### config.mk
export PLATFORM = sky130hd
export DESIGN_NAME = stream_max_finder
export DESIGN_NICKNAME = d
export VERILOG_FILES = /design/src/rtl/stream_max_finder.sv
export SDC_FILE = /design/constraint.sdc
export NUM_CORES = 1
export LEC_CHECK = 0
export CORE_MARGIN = 4
export CORE_UTILIZATION = 40
export CTS_CLUSTER_SIZE = 30
export DETAILED_ROUTE_END_ITERATION = 12
export PLACE_DENSITY_LB_ADDON = 0.15
export SYNTH_ARGS = -nofsm -noshare
export SYNTH_HDL_FRONTEND = slang
export SYNTH_SLANG_ARGS = --single-unit
### constraint.sdc
create_clock -name clk -period 1.97 [get_ports clk]
set_input_delay 0.394 -clock clk [delete_from_list [all_inputs] [get_ports clk]]
set_output_delay 0.394 -clock clk [all_outputs]
set_load 0.01 [all_outputs]
### src/rtl/stream_max_finder.sv
// Frame-based extreme finder: scans COUNT samples per frame and reports the
// largest (or smallest) value and its first position, with valid/ready on both sides.
module stream_max_finder #(
  parameter  int WIDTH  = 8,
  parameter  int COUNT  = 3,
  parameter  int SIGNED = 0,
  localparam int IDXW   = (COUNT > 1) ? $clog2(COUNT) : 1
) (
  input  logic             clk,
  input  logic             rst_n,
  input  logic             mode_min,
  input  logic             in_valid,
  output logic             in_ready,
  input  logic [WIDTH-1:0] in_data,
  output logic             out_valid,
  input  logic             out_ready,
  output logic [WIDTH-1:0] out_value,
  output logic [IDXW-1:0]  out_index
);

  typedef enum logic {ACCUM = 1'b0, DONE = 1'b1} state_t;

  state_t            state;
  state_t            state_next;
  logic [IDXW-1:0]   cnt;
  logic [WIDTH-1:0]  best;
  logic [IDXW-1:0]   best_idx;
  logic              mode_q;
  logic [WIDTH-1:0]  res_value;
  logic [IDXW-1:0]   res_idx;

  logic              accept;
  logic              last;
  logic              better;
  logic              take;
  logic [WIDTH-1:0]  cand_value;
  logic [IDXW-1:0]   cand_idx;

  always_ff @(posedge clk) begin
    if (!rst_n) state <= ACCUM;
    else        state <= state_next;
  end

  always_comb begin
    state_next = state;
    case (state)
      ACCUM:   if (accept && last) state_next = DONE;
      DONE:    if (out_ready)      state_next = ACCUM;
      default: state_next = ACCUM;
    endcase
  end

  always_comb begin
    in_ready  = (state == ACCUM);
    out_valid = (state == DONE);
  end

  assign accept = in_valid && in_ready;
  assign last   = (cnt == IDXW'(COUNT - 1));

  // Strict comparison so ties keep the earlier index; the first sample always loads.
  always_comb begin
    better = 1'b0;
    if (SIGNED != 0)
      better = mode_q ? ($signed(in_data) < $signed(best)) : ($signed(in_data) > $signed(best));
    else
      better = mode_q ? (in_data < best) : (in_data > best);
    take       = (cnt == '0) || better;
    cand_value = take ? in_data : best;
    cand_idx   = take ? cnt : best_idx;
  end

  // The result registers are separate from the running best so the delivered
  // result stays visible while the next frame accumulates.
  always_ff @(posedge clk) begin
    if (!rst_n) begin
      cnt       <= '0;
      best      <= '0;
      best_idx  <= '0;
      mode_q    <= 1'b0;
      res_value <= '0;
      res_idx   <= '0;
    end else if (accept) begin
      best     <= cand_value;
      best_idx <= cand_idx;
      if (cnt == '0) mode_q <= mode_min;
      if (last) begin
        cnt       <= '0;
        res_value <= cand_value;
        res_idx   <= cand_idx;
      end else begin
        cnt <= cnt + IDXW'(1);
      end
    end
  end

  assign out_value = res_value;
  assign out_index = res_idx;

endmodule

==> Yosys cells after proc, flatten, opt, wreduce, memory -nomap -nowiden <==
Cells that the tools add are included.
{ "word_totals": {"elab_cells": 25, "output_inout_bits": 12, "inputBits": 13, "regBits": 24} }
{ "classes": {"muxes": 7, "n_eq_ne": 1, "order_cmp": 2, "addsub": 1, "reduce_logical": 6, "bitwise_logic": 1} }
{ "op_table": {"columns": ["operator", "n"], "rows": [
  ["8-bit > comparator", 1],
  ["8-bit less-than comparator", 1],
  ["8-bit 2-to-1 mux", 1],
  ["2-bit 2-to-1 mux", 2],
  ["2-bit AND reduction", 2],
  ["1-bit 2-to-1 mux", 3],
  ["2-bit by 1-bit adder with 2-bit output, second input constant", 1],
  ["2-bit == test, second input constant", 1],
  ["1-bit logical AND", 2],
  ["2-bit logical NOT", 1],
  ["1-bit case mux with 2 select lines", 1],
  ["1-bit logical OR", 1],
  ["1-bit inverter", 1]
]} }

==> Longest topological paths before layout <==
{ "depth": {"ltp_word": 5, "mapped_depth": 9, "depth_no_buf": 8} }

==> Worst setup path before layout <==
Ideal clock, no wire load.
{ "synth_timing": {"path_kind": "input port to flip-flop", "startpoint": "input port in_data[1]", "endpoint": "register res_value[1], in the netlist out_value[1]", "required_ps": 1848, "stages": 8, "slack_ps": -40, "path_buffers": 1, "setup_time_ps": 122, "arrival_ps": 1888, "cell_sequence": "ha_1 > nor2b_4 > o211ai_2 > a21oi_2 > o21a_4 > or2_1 > buf_6 > o311a_1"} }
{ "synth_between": {"elab_chain_len": 4, "word_cells_on_any_way": 5, "classes_between": "order compare (2); mux (2); reduce/logical (1)"} }
{ "synth_lines": {"columns": ["element", "line_no", "source"], "rows": [
  ["from (decl)", "14", "input logic [WIDTH-1:0] in_data,"],
  ["8-bit > comparator or 8-bit less-than comparator (tied branches)", "67", "better = mode_q ? (in_data < best) : (in_data > best);"],
  ["1-bit 2-to-1 mux", "67", null],
  ["1-bit logical OR", "68", "take = (cnt == '0) || better;"],
  ["8-bit 2-to-1 mux (*)", "69", "cand_value = take ? in_data : best;"],
  ["to (signal assigned)", "89", "res_value <= cand_value;"],
  ["to (decl)", "29", "logic [WIDTH-1:0] res_value;"]
]} }
Mark *: on every way between the ends. The rest lies on a longest branch, timed or not.
A chain may end at the register's enable or synchronous reset.

==> Worst setup path in the final report <==
{ "layout_timing": {"startpoint": "register best[1]", "endpoint": "register res_value[2], in the netlist out_value[2]"} }
{ "layout_between": {"elab_chain_len": 4, "word_cells_on_any_way": 5, "classes_between": "order compare (2); mux (2); reduce/logical (1)"} }
{ "layout_lines": {"columns": ["element", "line_no", "source"], "rows": [
  ["from (decl)", "26", "logic [WIDTH-1:0] best;"],
  ["from (signal assigned)", "84", "best <= cand_value;"],
  ["8-bit > comparator or 8-bit less-than comparator (tied branches)", "67", null],
  ["1-bit 2-to-1 mux (*)", "67", null],
  ["1-bit logical OR (*)", "68", null],
  ["8-bit 2-to-1 mux (*)", "69", null]
]} }
Marks and branches as above.

==> impl_results.md <==
- Diode count: 0
- Register share of total power: 46.3%
- FP Rows: 20
- Clock Skew: 1.390 ps
- Hold Path Class: flop to flop
- Netlist Area Pre-Place: 1330 sq um
- Syn nets: 175
- CP arrival: 2210 ps
- F_max: 503.3 MHz
- Fillers: 286
- Minimum clock period: 1987 ps
- Global route overflow: 0
- CTS root buf: clkbuf_4
- WS Path Type: flop to flop
- Via count: 1274
- Cell count after synthesis: 154
- Max Fanout on Critical Path: 7
- RR Startpoint: best[1]
- Failing checks: setup timing
- RSZ-0062 raised after global routing: true
- Worst setup SP type: flop
- PD cells: 576.7 nW/um^2
- Stages on worst setup path: 9
- LEAKAGE: 0.7901 nW
- Fin. max-slew vios: 0
- Clk buf depth: 2
- Tightest Pin Transition: 267.7 ps
- Slowest-stage cell, CP: dfxtp_2
- Switching pwr: 0.3339 mW
- Worst IR Drop VDD: 0.3076 mV
- DRT antenna net count: 0
- Worst skew pair latency: 310 ps
- DRC errors left: 0
- Reg2reg end: out_value[2]
- Yosys warnings: 0
- CP bufs+invs: 2
- Layout cell share with drive strength beyond 1: 33.50%
- Worst Setup End Kind: flop
- Initial antenna violation count: 0
- Status: finished, violations left
- R2R cell count: 9
- Core area: 3128 sq um
- Top Metal Used: met4
- Hold Vio Cnt, Final: 0
- Synth unique cells: 35
- Hpwl dp: 2414 um
- Die W: 65.67 um
- Max_slew headroom: 82.13%
- Sw Share: 29.03%
- Crit path max-delay family: compound AO/OA/AOI/OAI gates
- WL met2: 1705 um
- First-pass iteration count of the detailed router: 4
- Flop-to-flop setup slack: -20 ps
- Initial drt markers: 62
- Total CTS buffers: 3
- Combinational group share of total power: 30.8%
- First-pass GRT wire length: 5602 um
- Final wirelength: 3388 um
- Nets: 225
- Initial Utilization: 42.52%
- WL/cell: 13.72 um
- Worst setup endpoint: out_value[2]
- CTS Sinks: 24
- Critical Path Start: best[1]
- Die Area: 4312 sq um
- Final Util: 63.76%
- H-tree levels: 1
- Setup WS post-layout: -16.98 ps
- Int Pwr: 0.8163 mW
- M1 WL: 1515 um
- Dpl ws: -684.0 ps
- Hold_buf cts: 0
- Area delta synth->final: 49.95%
- Crit path cell chain: inv_2 > ha_4 > nor2b_4 > o211ai_2 > a21oi_2 > buf_4 > o21a_4 > or2_4 > o311a_1
- Via/cell ratio: 5.158
- Die extent in y: 65.67 um
- WP data required: 2190 ps
- Max_cap viols: 0
- CTS tree: built
- Gp weighted congestion: 0.8031
- Synth Register Bits: 24
- Clock power share: 23.0%
- Endpoints failing setup: 9
- Vias in the first global route: 1233
- I/O pins: 25
- Tcrit/Tclk final: 100.9%
- Port Buffer Count: 24
- Synthesized area per cell: 8.637 sq um
- DR WL met3: 136 um
- Seq/Total Area, Yosys: 36.12%
- Max incr delay on CP: 360 ps
- Largest net degree at the start of global routing: 37
- All-Layer GR Usage: 16.39%
- Clock-pin slew on the worst setup and hold paths: 130 ps
[Yosys cell counts, drive strengths merged]
cell type | instances | area (sq um)
o211ai | 5 | 42.54
and2 | 1 | 6.260
nor2 | 11 | 41.29
o311a | 7 | 70.07
nand4 | 2 | 12.51
or2 | 1 | 6.260
o21ai | 12 | 60.06
nand3b | 1 | 11.26
nor3 | 1 | 5.000
nor3b | 3 | 32.53
buf | 3 | 21.27
nor2b | 3 | 26.27
o21a | 8 | 67.56
ha | 8 | 100.1
nor4 | 1 | 6.260
a211oi | 1 | 7.510
nand2 | 21 | 78.83
or4 | 1 | 7.510
o31a | 1 | 8.760
dfxtp | 24 | 480.5
a21boi | 2 | 15.02
o2111ai | 2 | 17.52
nand3 | 2 | 10.01
xnor2 | 1 | 8.760
mux2i | 9 | 90.09
inv | 9 | 33.78
clkbuf | 9 | 33.78
a21oi | 5 | 28.78
[tightest hold or removal path, cell delays in order, from the launching register on]
cell and delay (ps):
dfxtp_1 340, nand2_1 70, a21boi_2 50
[kinds of logic (layout without fill, tap and decap cells)]
| kind of cell | count (synthesis) | in the layout | synth area share [%] |
|---|---|---|---|
| and+or+nand+nor | 48 | 49 | 18.34 |
| AOI/OAI and AO/OA | 43 | 43 | 23.90 |
| DFF | 24 | 24 | 36.12 |
| buffers and inverters | 21 | 69 | 6.679 |
| muxes | 9 | 9 | 6.774 |
| adders and majority gates | 8 | 8 | 7.526 |
| xor gates and xnor gates | 1 | 1 | 0.6586 |
[power by group through the flow]
stage	Combinational, mW	Sequential, mW	Clock [mW]
2_1_floorplan	0.166	0.536	0
3_3_place_gp	0.291	0.539	0
3_5_place_dp	0.299	0.540	0
4_1_cts	0.325	0.531	0.271
5_1_grt	0.389	0.535	0.295
6_report	0.354	0.532	0.264
[routing by layer]
metal,vias to the layer above,global-route usage (%)
met5,-,0
met4,0,4.663
met3,4,2.222
met2,30,29.16
met1,590,20.35
li1,650,-
[repair_timing]
action	in CTS	in global routing
cloned	0	1
resized for setup	23	13
pin swaps	11	9
setup buffers	1	3
endpoints found under the setup margin	20	19
[metrics by stage]
step                hold WS, ps  cell area, sq um  cells  TNS [ps]  total power, mW
floorplan                 447.8              1343    154         0           0.7026
global placement          439.0              1805    238    -11350           0.8300
detailed placement        447.6              1805    238    -12240           0.8392
CTS                       469.5              1913    243         0            1.127
global route              501.4              1994    247     -1041            1.219
finish                    478.3              1994    247    -117.6            1.150
[placed cells by master, fill, tap and decap left out, types with 2 or more instances in the layout]
cell,count
dfxtp_2,5
o21a_1,7
nand3_1,2
ha_4,7
clkdlybuf4s50_1,16
a21oi_2,4
nor2_1,11
clkbuf_4,3
nand2_1,21
nor3b_2,2
dlygate4sd2_1,7
buf_6,2
mux2i_1,9
o2111ai_1,2
or2_4,2
buf_4,29
dfxtp_1,19
o211ai_1,4
inv_2,3
o21ai_0,11
nand4_1,2
inv_1,6
nor2b_1,2
o311a_1,7
[area by class of cell]
cell class / count / area (sq um) / share of cell area [%]
Clock buffer: 4 / 36.28 / 1.819
Inverter: 9 / 33.78 / 1.694
Multi-Input combinational cell: 110 / 890.9 / 44.67
Sequential cell: 24 / 486.7 / 24.40
Tap cell: 44 / 55.05 / 2.760
Timing Repair Buffer: 56 / 491.7 / 24.66
[registers in the layout, summed over array words and instances (netlist names)]
name / cells
best: 8
best_idx: 2
out_index: 2
cnt: 2
out_valid: 1
mode_q: 1
out_value: 8
[worst min path at each step]
stage / slack, ps / endpoint / startpoint / depth (start not counted)
global placement: 440 / out_index[0] / out_index[0] / 2
global route: 500 / out_index[0] / out_index[0] / 2
floorplan: 450 / best[1] / best[1] / 2
CTS: 470 / out_index[0] / out_index[0] / 2
finish: 480 / out_index[0] / out_index[0] / 2
detailed placement: 450 / out_index[0] / out_index[0] / 2
Power figures use the tool's default switching activity.
